**config.mk**
```make
export PLATFORM = sky130hd
export DESIGN_NAME = uart_modport_flat
export DESIGN_NICKNAME = d
export VERILOG_FILES = /design/src/rtl/uart_pkg.sv /design/src/rtl/uart_modport_if.sv /design/src/rtl/uart_baud_gen.sv /design/src/rtl/uart_modport.sv /design/src/flat_wrapper.sv
export SDC_FILE = /design/constraint.sdc
export NUM_CORES = 2
export LEC_CHECK = 0
export BUFFER_PORTS_ARGS = -buffer_cell sky130_fd_sc_hd__buf_2
export CAP_MARGIN = 5
export CELL_PAD_IN_SITES_DETAIL_PLACEMENT = 1
export CELL_PAD_IN_SITES_GLOBAL_PLACEMENT = 1
export CORE_MARGIN = 8
export CORE_UTILIZATION = 44
export DETAILED_ROUTE_END_ITERATION = 8
export PLACE_DENSITY = 0.78
export RECOVER_POWER = 25
export SYNTH_ARGS = -nofsm -noshare
export SYNTH_HDL_FRONTEND = slang
export SYNTH_SLANG_ARGS = --single-unit
export TNS_END_PERCENT = 50
```
**constraint.sdc**
```tcl
create_clock -name clk -period 3.8 [get_ports clk]
set_clock_uncertainty 0.2 [all_clocks]
set_input_delay 0.38 -clock clk [delete_from_list [all_inputs] [get_ports clk]]
set_output_delay 0.38 -clock clk [all_outputs]
set_load 0.03 [all_outputs]
```
**src/rtl/uart_pkg.sv**
```systemverilog
// Shared types and constants for the uart_modport block.
package uart_pkg;

    localparam int unsigned MIN_DIV = 4;

    typedef enum logic [1:0] {
        PAR_NONE,
        PAR_EVEN,
        PAR_ODD
    } parity_e;

    typedef enum logic [2:0] {
        TX_IDLE,
        TX_START,
        TX_DATA,
        TX_PARITY,
        TX_STOP
    } tx_state_e;

    typedef enum logic [2:0] {
        RX_IDLE,
        RX_START,
        RX_DATA,
        RX_PARITY,
        RX_STOP
    } rx_state_e;

    // 2'b11 is a second encoding of "no parity".
    function automatic parity_e decode_parity(input logic [1:0] mode);
        case (mode)
            2'b01:   return PAR_EVEN;
            2'b10:   return PAR_ODD;
            default: return PAR_NONE;
        endcase
    endfunction

endpackage

```
**src/rtl/uart_modport_if.sv**
```systemverilog
// Bus-side and pin-side signals of the UART; dut is the block side, master drives it.
interface uart_modport_if #(
    parameter int unsigned DATA_WIDTH = 8
);
    logic [31:0]           baud_rate;
    logic [1:0]            parity_mode;
    logic                  stop_bits;
    logic [DATA_WIDTH-1:0] tx_data;
    logic                  tx_valid;
    logic                  tx_ready;
    logic                  tx_done;
    logic [DATA_WIDTH-1:0] rx_data;
    logic                  rx_valid;
    logic                  rx_error;
    logic                  uart_tx;
    logic                  uart_rx;

    modport dut (
        input  baud_rate, parity_mode, stop_bits, tx_data, tx_valid, uart_rx,
        output tx_ready, tx_done, rx_data, rx_valid, rx_error, uart_tx
    );

    modport master (
        output baud_rate, parity_mode, stop_bits, tx_data, tx_valid, uart_rx,
        input  tx_ready, tx_done, rx_data, rx_valid, rx_error, uart_tx
    );
endinterface

```
**src/rtl/uart_baud_gen.sv**
```systemverilog
// Bit period in clk cycles: CLK_FREQ / baud_rate, never below MIN_DIV (baud 0 included).
module uart_baud_gen
    import uart_pkg::*;
#(
    parameter int unsigned CLK_FREQ = 50_000_000
) (
    input  logic [31:0] baud_rate,
    output logic [31:0] div
);
    logic [31:0] quot;

    always_comb begin
        quot = '0;
        if (baud_rate != '0) begin
            quot = CLK_FREQ / baud_rate;
        end
        div = (quot < MIN_DIV) ? MIN_DIV : quot;
    end
endmodule

```
**src/rtl/uart_modport.sv**
```systemverilog
// Full-duplex UART: TX and RX FSMs with down-counting bit timers sharing one baud divider.
// state     | meaning
// IDLE      | line idle, waiting for handshake (TX) or falling edge (RX)
// START     | start bit; RX re-checks the line at half a bit
// DATA      | data bits, LSB first
// PARITY    | parity bit, skipped when parity is off
// STOP      | stop bit(s); RX samples only the first
module uart_modport
    import uart_pkg::*;
#(
    parameter int unsigned DATA_WIDTH = 8,
    parameter int unsigned CLK_FREQ   = 50_000_000
) (
    input  logic         clk,
    input  logic         rst_n,
    uart_modport_if.dut  bus
);
    localparam int unsigned BW = (DATA_WIDTH > 1) ? $clog2(DATA_WIDTH) : 1;
    localparam logic [BW-1:0] LAST_BIT = BW'(DATA_WIDTH - 1);

    logic [31:0] div;

    uart_baud_gen #(.CLK_FREQ(CLK_FREQ)) u_baud_gen (
        .baud_rate (bus.baud_rate),
        .div       (div)
    );

    tx_state_e             tx_state_q, tx_state_d;
    logic [31:0]           tx_cnt_q, tx_cnt_d;
    logic [31:0]           tx_div_q, tx_div_d;
    logic [BW-1:0]         tx_bits_q, tx_bits_d;
    logic [DATA_WIDTH-1:0] tx_shift_q, tx_shift_d;
    parity_e               tx_par_q, tx_par_d;
    logic                  tx_par_bit_q, tx_par_bit_d;
    logic                  tx_stop2_q, tx_stop2_d;
    logic                  tx_extra_stop_q, tx_extra_stop_d;
    logic                  uart_tx_q, uart_tx_d;
    logic                  tx_done_q, tx_done_d;
    parity_e               tx_par_in;

    always_comb begin
        tx_state_d      = tx_state_q;
        tx_cnt_d        = tx_cnt_q;
        tx_div_d        = tx_div_q;
        tx_bits_d       = tx_bits_q;
        tx_shift_d      = tx_shift_q;
        tx_par_d        = tx_par_q;
        tx_par_bit_d    = tx_par_bit_q;
        tx_stop2_d      = tx_stop2_q;
        tx_extra_stop_d = tx_extra_stop_q;
        uart_tx_d       = uart_tx_q;
        tx_done_d       = 1'b0;
        tx_par_in       = decode_parity(bus.parity_mode);

        case (tx_state_q)
            TX_IDLE: begin
                if (bus.tx_valid) begin
                    tx_state_d   = TX_START;
                    tx_div_d     = div;
                    tx_cnt_d     = div - 32'd1;
                    tx_shift_d   = bus.tx_data;
                    tx_par_d     = tx_par_in;
                    tx_par_bit_d = (^bus.tx_data) ^ (tx_par_in == PAR_ODD);
                    tx_stop2_d   = bus.stop_bits;
                    uart_tx_d    = 1'b0;
                end
            end
            TX_START: begin
                if (tx_cnt_q == '0) begin
                    tx_state_d = TX_DATA;
                    tx_cnt_d   = tx_div_q - 32'd1;
                    tx_bits_d  = LAST_BIT;
                    uart_tx_d  = tx_shift_q[0];
                end else begin
                    tx_cnt_d = tx_cnt_q - 32'd1;
                end
            end
            TX_DATA: begin
                if (tx_cnt_q == '0) begin
                    tx_cnt_d = tx_div_q - 32'd1;
                    if (tx_bits_q == '0) begin
                        if (tx_par_q != PAR_NONE) begin
                            tx_state_d = TX_PARITY;
                            uart_tx_d  = tx_par_bit_q;
                        end else begin
                            tx_state_d      = TX_STOP;
                            uart_tx_d       = 1'b1;
                            tx_extra_stop_d = tx_stop2_q;
                        end
                    end else begin
                        tx_bits_d  = tx_bits_q - 1'b1;
                        tx_shift_d = tx_shift_q >> 1;
                        uart_tx_d  = tx_shift_d[0];
                    end
                end else begin
                    tx_cnt_d = tx_cnt_q - 32'd1;
                end
            end
            TX_PARITY: begin
                if (tx_cnt_q == '0) begin
                    tx_state_d      = TX_STOP;
                    tx_cnt_d        = tx_div_q - 32'd1;
                    uart_tx_d       = 1'b1;
                    tx_extra_stop_d = tx_stop2_q;
                end else begin
                    tx_cnt_d = tx_cnt_q - 32'd1;
                end
            end
            TX_STOP: begin
                if (tx_cnt_q == '0) begin
                    if (tx_extra_stop_q) begin
                        tx_extra_stop_d = 1'b0;
                        tx_cnt_d        = tx_div_q - 32'd1;
                    end else begin
                        tx_state_d = TX_IDLE;
                        tx_done_d  = 1'b1;
                    end
                end else begin
                    tx_cnt_d = tx_cnt_q - 32'd1;
                end
            end
            default: begin
                tx_state_d = TX_IDLE;
                uart_tx_d  = 1'b1;
            end
        endcase
    end

    always_ff @(posedge clk or negedge rst_n) begin
        if (!rst_n) begin
            tx_state_q      <= TX_IDLE;
            tx_cnt_q        <= '0;
            tx_div_q        <= MIN_DIV;
            tx_bits_q       <= '0;
            tx_shift_q      <= '0;
            tx_par_q        <= PAR_NONE;
            tx_par_bit_q    <= 1'b0;
            tx_stop2_q      <= 1'b0;
            tx_extra_stop_q <= 1'b0;
            uart_tx_q       <= 1'b1;
            tx_done_q       <= 1'b0;
        end else begin
            tx_state_q      <= tx_state_d;
            tx_cnt_q        <= tx_cnt_d;
            tx_div_q        <= tx_div_d;
            tx_bits_q       <= tx_bits_d;
            tx_shift_q      <= tx_shift_d;
            tx_par_q        <= tx_par_d;
            tx_par_bit_q    <= tx_par_bit_d;
            tx_stop2_q      <= tx_stop2_d;
            tx_extra_stop_q <= tx_extra_stop_d;
            uart_tx_q       <= uart_tx_d;
            tx_done_q       <= tx_done_d;
        end
    end

    rx_state_e             rx_state_q, rx_state_d;
    logic                  rx_s1_q, rx_s2_q, rx_prev_q;
    logic [31:0]           rx_cnt_q, rx_cnt_d;
    logic [31:0]           rx_div_q, rx_div_d;
    logic [BW-1:0]         rx_bits_q, rx_bits_d;
    logic [DATA_WIDTH-1:0] rx_shift_q, rx_shift_d;
    parity_e               rx_par_q, rx_par_d;
    logic                  rx_acc_q, rx_acc_d;
    logic                  rx_par_bad_q, rx_par_bad_d;
    logic                  rx_stop_bad_q, rx_stop_bad_d;
    logic                  rx_fin_q, rx_fin_d;
    logic                  rx_valid_q, rx_valid_d;
    logic                  rx_error_q, rx_error_d;
    logic [DATA_WIDTH-1:0] rx_data_q, rx_data_d;

    always_comb begin
        rx_state_d    = rx_state_q;
        rx_cnt_d      = rx_cnt_q;
        rx_div_d      = rx_div_q;
        rx_bits_d     = rx_bits_q;
        rx_shift_d    = rx_shift_q;
        rx_par_d      = rx_par_q;
        rx_acc_d      = rx_acc_q;
        rx_par_bad_d  = rx_par_bad_q;
        rx_stop_bad_d = rx_stop_bad_q;
        rx_fin_d      = 1'b0;
        rx_valid_d    = rx_fin_q;
        rx_error_d    = rx_error_q;
        rx_data_d     = rx_data_q;

        // Result is published one cycle after the stop-bit sample.
        if (rx_fin_q) begin
            rx_data_d  = rx_shift_q;
            rx_error_d = rx_par_bad_q | rx_stop_bad_q;
        end

        case (rx_state_q)
            RX_IDLE: begin
                if (rx_prev_q && !rx_s2_q) begin
                    rx_state_d = RX_START;
                    rx_div_d   = div;
                    rx_cnt_d   = (div >> 1) - 32'd2;
                    rx_par_d   = decode_parity(bus.parity_mode);
                end
            end
            RX_START: begin
                if (rx_cnt_q == '0) begin
                    if (rx_s2_q) begin
                        rx_state_d = RX_IDLE;
                    end else begin
                        rx_state_d   = RX_DATA;
                        rx_cnt_d     = rx_div_q - 32'd1;
                        rx_bits_d    = LAST_BIT;
                        rx_acc_d     = 1'b0;
                        rx_par_bad_d = 1'b0;
                    end
                end else begin
                    rx_cnt_d = rx_cnt_q - 32'd1;
                end
            end
            RX_DATA: begin
                if (rx_cnt_q == '0) begin
                    rx_cnt_d   = rx_div_q - 32'd1;
                    rx_shift_d = DATA_WIDTH'({rx_s2_q, rx_shift_q} >> 1);
                    rx_acc_d   = rx_acc_q ^ rx_s2_q;
                    if (rx_bits_q == '0) begin
                        rx_state_d = (rx_par_q != PAR_NONE) ? RX_PARITY : RX_STOP;
                    end else begin
                        rx_bits_d = rx_bits_q - 1'b1;
                    end
                end else begin
                    rx_cnt_d = rx_cnt_q - 32'd1;
                end
            end
            RX_PARITY: begin
                if (rx_cnt_q == '0) begin
                    rx_state_d   = RX_STOP;
                    rx_cnt_d     = rx_div_q - 32'd1;
                    rx_par_bad_d = rx_acc_q ^ rx_s2_q ^ (rx_par_q == PAR_ODD);
                end else begin
                    rx_cnt_d = rx_cnt_q - 32'd1;
                end
            end
            RX_STOP: begin
                if (rx_cnt_q == '0) begin
                    rx_state_d    = RX_IDLE;
                    rx_stop_bad_d = ~rx_s2_q;
                    rx_fin_d      = 1'b1;
                end else begin
                    rx_cnt_d = rx_cnt_q - 32'd1;
                end
            end
            default: rx_state_d = RX_IDLE;
        endcase
    end

    always_ff @(posedge clk or negedge rst_n) begin
        if (!rst_n) begin
            rx_s1_q       <= 1'b1;
            rx_s2_q       <= 1'b1;
            rx_prev_q     <= 1'b1;
            rx_state_q    <= RX_IDLE;
            rx_cnt_q      <= '0;
            rx_div_q      <= MIN_DIV;
            rx_bits_q     <= '0;
            rx_shift_q    <= '0;
            rx_par_q      <= PAR_NONE;
            rx_acc_q      <= 1'b0;
            rx_par_bad_q  <= 1'b0;
            rx_stop_bad_q <= 1'b0;
            rx_fin_q      <= 1'b0;
            rx_valid_q    <= 1'b0;
            rx_error_q    <= 1'b0;
            rx_data_q     <= '0;
        end else begin
            rx_s1_q       <= bus.uart_rx;
            rx_s2_q       <= rx_s1_q;
            rx_prev_q     <= rx_s2_q;
            rx_state_q    <= rx_state_d;
            rx_cnt_q      <= rx_cnt_d;
            rx_div_q      <= rx_div_d;
            rx_bits_q     <= rx_bits_d;
            rx_shift_q    <= rx_shift_d;
            rx_par_q      <= rx_par_d;
            rx_acc_q      <= rx_acc_d;
            rx_par_bad_q  <= rx_par_bad_d;
            rx_stop_bad_q <= rx_stop_bad_d;
            rx_fin_q      <= rx_fin_d;
            rx_valid_q    <= rx_valid_d;
            rx_error_q    <= rx_error_d;
            rx_data_q     <= rx_data_d;
        end
    end

    assign bus.uart_tx  = uart_tx_q;
    assign bus.tx_ready = (tx_state_q == TX_IDLE);
    assign bus.tx_done  = tx_done_q;
    assign bus.rx_valid = rx_valid_q;
    assign bus.rx_error = rx_error_q;
    assign bus.rx_data  = rx_data_q;

endmodule

```
**src/flat_wrapper.sv**
```systemverilog
// flat-port wrapper written by rule: the top's interface ports become plain ports
module uart_modport_flat import uart_pkg::*;
#(
    parameter int unsigned DATA_WIDTH = 8,
    parameter int unsigned CLK_FREQ   = 50_000_000
)
  (clk, rst_n, bus_baud_rate, bus_parity_mode, bus_stop_bits, bus_tx_data, bus_tx_valid, bus_uart_rx, bus_tx_ready, bus_tx_done, bus_rx_data, bus_rx_valid, bus_rx_error, bus_uart_tx);
  uart_modport_if #(.DATA_WIDTH(DATA_WIDTH)) bus_i ();
  input  logic clk;
  input  logic rst_n;
  input wire logic [$bits(bus_i.baud_rate)-1:0] bus_baud_rate;
  input wire logic [$bits(bus_i.parity_mode)-1:0] bus_parity_mode;
  input wire logic [$bits(bus_i.stop_bits)-1:0] bus_stop_bits;
  input wire logic [$bits(bus_i.tx_data)-1:0] bus_tx_data;
  input wire logic [$bits(bus_i.tx_valid)-1:0] bus_tx_valid;
  input wire logic [$bits(bus_i.uart_rx)-1:0] bus_uart_rx;
  output wire logic [$bits(bus_i.tx_ready)-1:0] bus_tx_ready;
  output wire logic [$bits(bus_i.tx_done)-1:0] bus_tx_done;
  output wire logic [$bits(bus_i.rx_data)-1:0] bus_rx_data;
  output wire logic [$bits(bus_i.rx_valid)-1:0] bus_rx_valid;
  output wire logic [$bits(bus_i.rx_error)-1:0] bus_rx_error;
  output wire logic [$bits(bus_i.uart_tx)-1:0] bus_uart_tx;
  assign bus_i.baud_rate = bus_baud_rate;
  assign bus_i.parity_mode = bus_parity_mode;
  assign bus_i.stop_bits = bus_stop_bits;
  assign bus_i.tx_data = bus_tx_data;
  assign bus_i.tx_valid = bus_tx_valid;
  assign bus_i.uart_rx = bus_uart_rx;
  assign bus_tx_ready = bus_i.tx_ready;
  assign bus_tx_done = bus_i.tx_done;
  assign bus_rx_data = bus_i.rx_data;
  assign bus_rx_valid = bus_i.rx_valid;
  assign bus_rx_error = bus_i.rx_error;
  assign bus_uart_tx = bus_i.uart_tx;
  uart_modport #(.DATA_WIDTH(DATA_WIDTH), .CLK_FREQ(CLK_FREQ)) u_core (.clk(clk), .rst_n(rst_n), .bus(bus_i));
endmodule
```
==> metrics.csv, run 1 <==
metric,value,unit
synth_edf_count,0,
gp_congestion,1.06,
yosys.area.top_type,ha_1,
synth_ff_type,dfrtp_1,
error,[ERROR DPL-0033] detailed placement checks failed during check placement.,
ys.warnings.count,0,
ys_ff_latch,180,
hpwl,276000,um
synth_top_area_share,14.8,%
rows,114,
port_buffers,59,
outcome,stopped before the end,
die_w,327,um
syn_area,42700,um2
fp.dieH,327,um
ys_seq_area_share,10.6,%
netlist_instances,6154,
synth_area_per_cell,6.93,um2
ys_types,105,
lastStage,3_5_place_dp,
start_util,44.3,%
ios,60,
synth-async-reset-ratio,100,%
synth_top_cells_by_area,"ha_1 15%, dfrtp_1 10%, a21oi_1 6.5%",
syn_nets,6705,
per-stage QoR:
step              setup slack, ns  hold WS, ns  cell area (um2)  cells   TNS, ns
global placement           -56.58        0.150            64700   9761  -5698.11
floorplan                  -54.03       -0.116            45300   6154  -5481.25
cell usage after synthesis (all sizes together), types with 28 or more instances:
cell / n
a211oi: 63
a21boi: 28
a21o: 184
a21oi: 556
a31o: 30
a31oi: 118
and2: 56
and3: 58
buf: 55
clkbuf: 183
dfrtp: 174
ha: 504
inv: 176
mux2: 89
mux2i: 38
nand2: 740
nand2b: 108
nand3: 161
nand4: 63
nor2: 629
nor2b: 50
nor3: 181
nor4: 63
o211ai: 51
o21a: 129
o21ai: 519
o21bai: 47
o22ai: 39
o31ai: 56
or2: 45
or3: 81
xnor2: 277
xor2: 179
cells by family after synthesis:
| group | share of synthesized area [%] |
|---|---|
| other cells | 0.00879 |
| mux | 3.24 |
| flops | 10.6 |
| simple gates | 25.7 |
| buf+inv | 3.73 |
| compound gates | 32.6 |
| fa+ha+maj | 14.8 |
| xor+xnor | 9.36 |
==> run 2, diff against run 1 <==
CELL_PAD_IN_SITES_DETAIL_PLACEMENT = default   (was 1)
CELL_PAD_IN_SITES_GLOBAL_PLACEMENT = default   (was 1)
CORE_UTILIZATION = 40   (was 44)
PLACE_DENSITY = default   (was 0.78)
PLACE_DENSITY_LB_ADDON = 0.15   (was default)
clock period = 4.9 ns   (was 3.8 ns; I/O delays follow)
==> run 2 against run 1 <==
Against the previous run:
- the flow now finishes, with violations (max-capacitance violations, max-slew violations, negative setup slack)
- synthesized cell count did not move
- area after synthesis did not move
==> metrics.csv, run 2 <==
metric,value,unit,change
clock_latency,0.47,ns,
p_sw_share,45.7,%,
total_power,8.16,mW,
worstPathArrival,58.65,ns,
p_switching,3.73,mW,
power_frac_comb,61.0,%,
fin_ws,-53.62,ns,
root_buffer,clkbuf_16,,
ys_types,105,,unchanged
synth.most_common_cell,nand2_1,,unchanged
drt-met1-wl,102000,um,
place_ws,-57.85,ns,
synth-async-reset-ratio,100,%,unchanged
ys_seq_area_share,10.6,%,unchanged
syn_nets,6705,,unchanged
ys.warnings.count,0,,unchanged
p_per_area,113,nW/um2,
seq_power_share,21.7,%,
synth_top_cells_by_area,"ha_1 15%, dfrtp_1 10%, a21oi_1 6.5%",,unchanged
grt_antenna_before_repair,10,,
syn2layout_area_growth,68.6,%,
violations,"max-capacitance violations, max-slew violations, negative setup slack",,
synth_area_per_cell,6.93,um2,unchanged
outcome,"finished, violations left",,was stopped before the end
cts_tree,yes,,
critPathSlowestCell,or4_4,,
required,5.03,ns,
port_buffers,59,,unchanged
path_max_fanout,9,,
fp.dieH,343,um,was 327 um
power.share.clock,17.3,%,
syn_area,42700,um2,unchanged
wl_met3,23400,um,
clk_path_buf_depth,2,,
drc,0,,
p_int,4.44,mW,
grt_pass1_vias,58221,,
critical-path-max-stage-delay,0.55,ns,
hp-class,input port to flip-flop,,
antenna_left,0,,
synth_top_area_share,14.8,%,unchanged
grt_max_degree,115,,
path_clk_slew,0.08,ns,
synth_edf_count,0,,unchanged
grt_pass1_wl,352000,um,
drt_pass1_iterations,8,,
grt_usage,38.4,%,
hold_viol_final,0,,
hold_slack,0.0594,ns,
drv_slew,67,,
final-setup-viol-count,123,,
cts_max_level,4,,
reg.largest.list,"u_core.rx_cnt_q: 32 flops, u_core.tx_cnt_q: 32 flops",,
drive_gt1_share,44.5,%,
nets,9433,,
crit_type,input port to flip-flop,,
drv_cap,1,,
final_common_cell,buf_4,,
path_common_cell,buf_4,,
core-area,106000,um2,
p_leak,34.6,nW,
totalWireLength,238000,um,
synth_ff_type,dfrtp_1,,unchanged
crit_path_start_kind,input port,,
worstSetupEndpointType,flip-flop,,
final.period_utilization,1190,%,
netlist_instances,6154,,unchanged
num_vias,60930,,
yosys.area.top_type,ha_1,,unchanged
rows,120,,was 114
ys_ff_latch,180,,unchanged
slew_headroom,-146,%,
max_freq,0.0171,GHz,
synthTopCellsByCount,"740 x nand2_1, 629 x nor2_1, 556 x a21oi_1",,unchanged
first_iter_violations,6536,,
period_minus_slack,58.52,ns,
peakVddDrop,0.344,mV,
start_util,40.1,%,was 44.3%
hpwl,188000,um,was 276000 um
via_per_inst,5.92,,
wl_met2,98800,um,
die-area,117000,um2,
ios,60,,unchanged
cts_made_buffers,17,,
rsz0062_at_grt,true,,
setup_tns,-5394.80,ns,
worst_pin_slew,3.70,ns,
final_cell_mix,"2781 x buf_4, 683 x nand2_1, 555 x nor2_1",,
die_w,343,um,was 327 um
routed.top_layer,met5,,
routedWlPerCell,23.1,um,
grt-ovfl-total,0,,
gp_congestion,1.05,,was 1.06
cts.sinks,180,,
-- run 2: cell counts after synthesis --
No cell type changed its count.
-- run 2: what timing repair did --
action                                  4_1_cts  5_1_grt
endpoints found under the setup margin      123      123
hold endpoints to repair                     63        0
hold buffers                                  2        0
pin swaps                                   224      189
setup buffers                               233       88
gates resized for setup                     556      328
cloned                                        6        0
-- run 2: stage by stage --
| stage | std cells | instance area (um2) | util [%] |
|---|---|---|---|
| global placement | 9941 | 65200 | 61.2 |
| floorplan | 6154 | 45300 | - |
| CTS | 10213 | 69900 | 65.7 |
| detailed placement | 9942 | 65200 | 61.2 |
| finish | 10300 | 72000 | 67.6 |
| global route | 10298 | 72000 | 67.6 |
-- run 2: worst max-delay path, delay by kind of cell --
family                   cells  cell delay [ns]
adder cells (fa/ha/maj)     27             7.12
AND/OR/NAND/NOR             76            12.94
AO/OA/AOI/OAI              121            23.65
multiplexers                 8             2.37
XOR/XNOR                     3             0.47
buffers and inverters       86            11.49
-- run 2: logic make-up (layout without fill, tap and decap cells) --
| family | after synthesis | count (layout) | synth area share (%) |
|---|---|---|---|
| adders and majority gates | 504 | 504 | 14.8 |
| other | 1 | 3 | 0.00879 |
| AOI/OAI and AO/OA | 2145 | 2145 | 32.6 |
| xor gates and xnor gates | 456 | 456 | 9.36 |
| buffers and inverters | 415 | 3153 | 3.73 |
| DFF | 180 | 180 | 10.6 |
| muxes | 127 | 127 | 3.24 |
| and+or+nand+nor | 2326 | 2329 | 25.7 |
-- run 2: layer usage --
metal  global-route usage, %  vias to the layer above
met1                    52.9                    28839
met5                       0                        -
li1                        -                    28360
met2                    58.1                     3044
met3                    6.97                      677
met4                    17.5                       10
-- run 2: final timing paths --
check,start,endpoint,slack [ns],depth (start not counted)
max,bus_baud_rate[30],u_core.tx_cnt_q[25]$_DFFE_PN0P_,-53.62,321
min,bus_stop_bits,u_core.tx_stop2_q$_DFFE_PN0P_,0.06,2
max reg2reg,u_core.tx_state_q[2]$_DFFE_PN0P_,u_core.tx_cnt_q[25]$_DFFE_PN0P_,0.49,17
min reg2reg,u_core.rx_s1_q$_DFF_PN1_,u_core.rx_s2_q$_DFF_PN1_,0.17,0
max in group asynchronous,rst_n,u_core.tx_extra_stop_q$_DFFE_PN0P_,0.76,2
min in group asynchronous,rst_n,u_core.rx_div_q[29]$_DFFE_PN0P_,1.68,2
-- run 2: power groups by stage --
stage          combinational [mW]  clock [mW]  sequential (mW)
2_1_floorplan                2.68           0             1.73
3_3_place_gp                 4.49           0             1.79
3_5_place_dp                 4.53           0             1.79
4_1_cts                      4.72        1.42             1.76
5_1_grt                      5.32        1.48             1.79
6_report                     4.98        1.41             1.77
-- run 2: layout make-up --
type                            count  area, um2
Sequential cell                   180       4510
Clock inverter                     15        181
Fill cell                        9361      34500
Clock buffer                       17        425
Inverter                          177        668
Timing Repair Buffer             2944      22600
Tap cell                         1403       1760
Antenna cell                        2       5.00
Multi-Input combinational cell   5562      41800
Power figures use the tool's default switching activity.
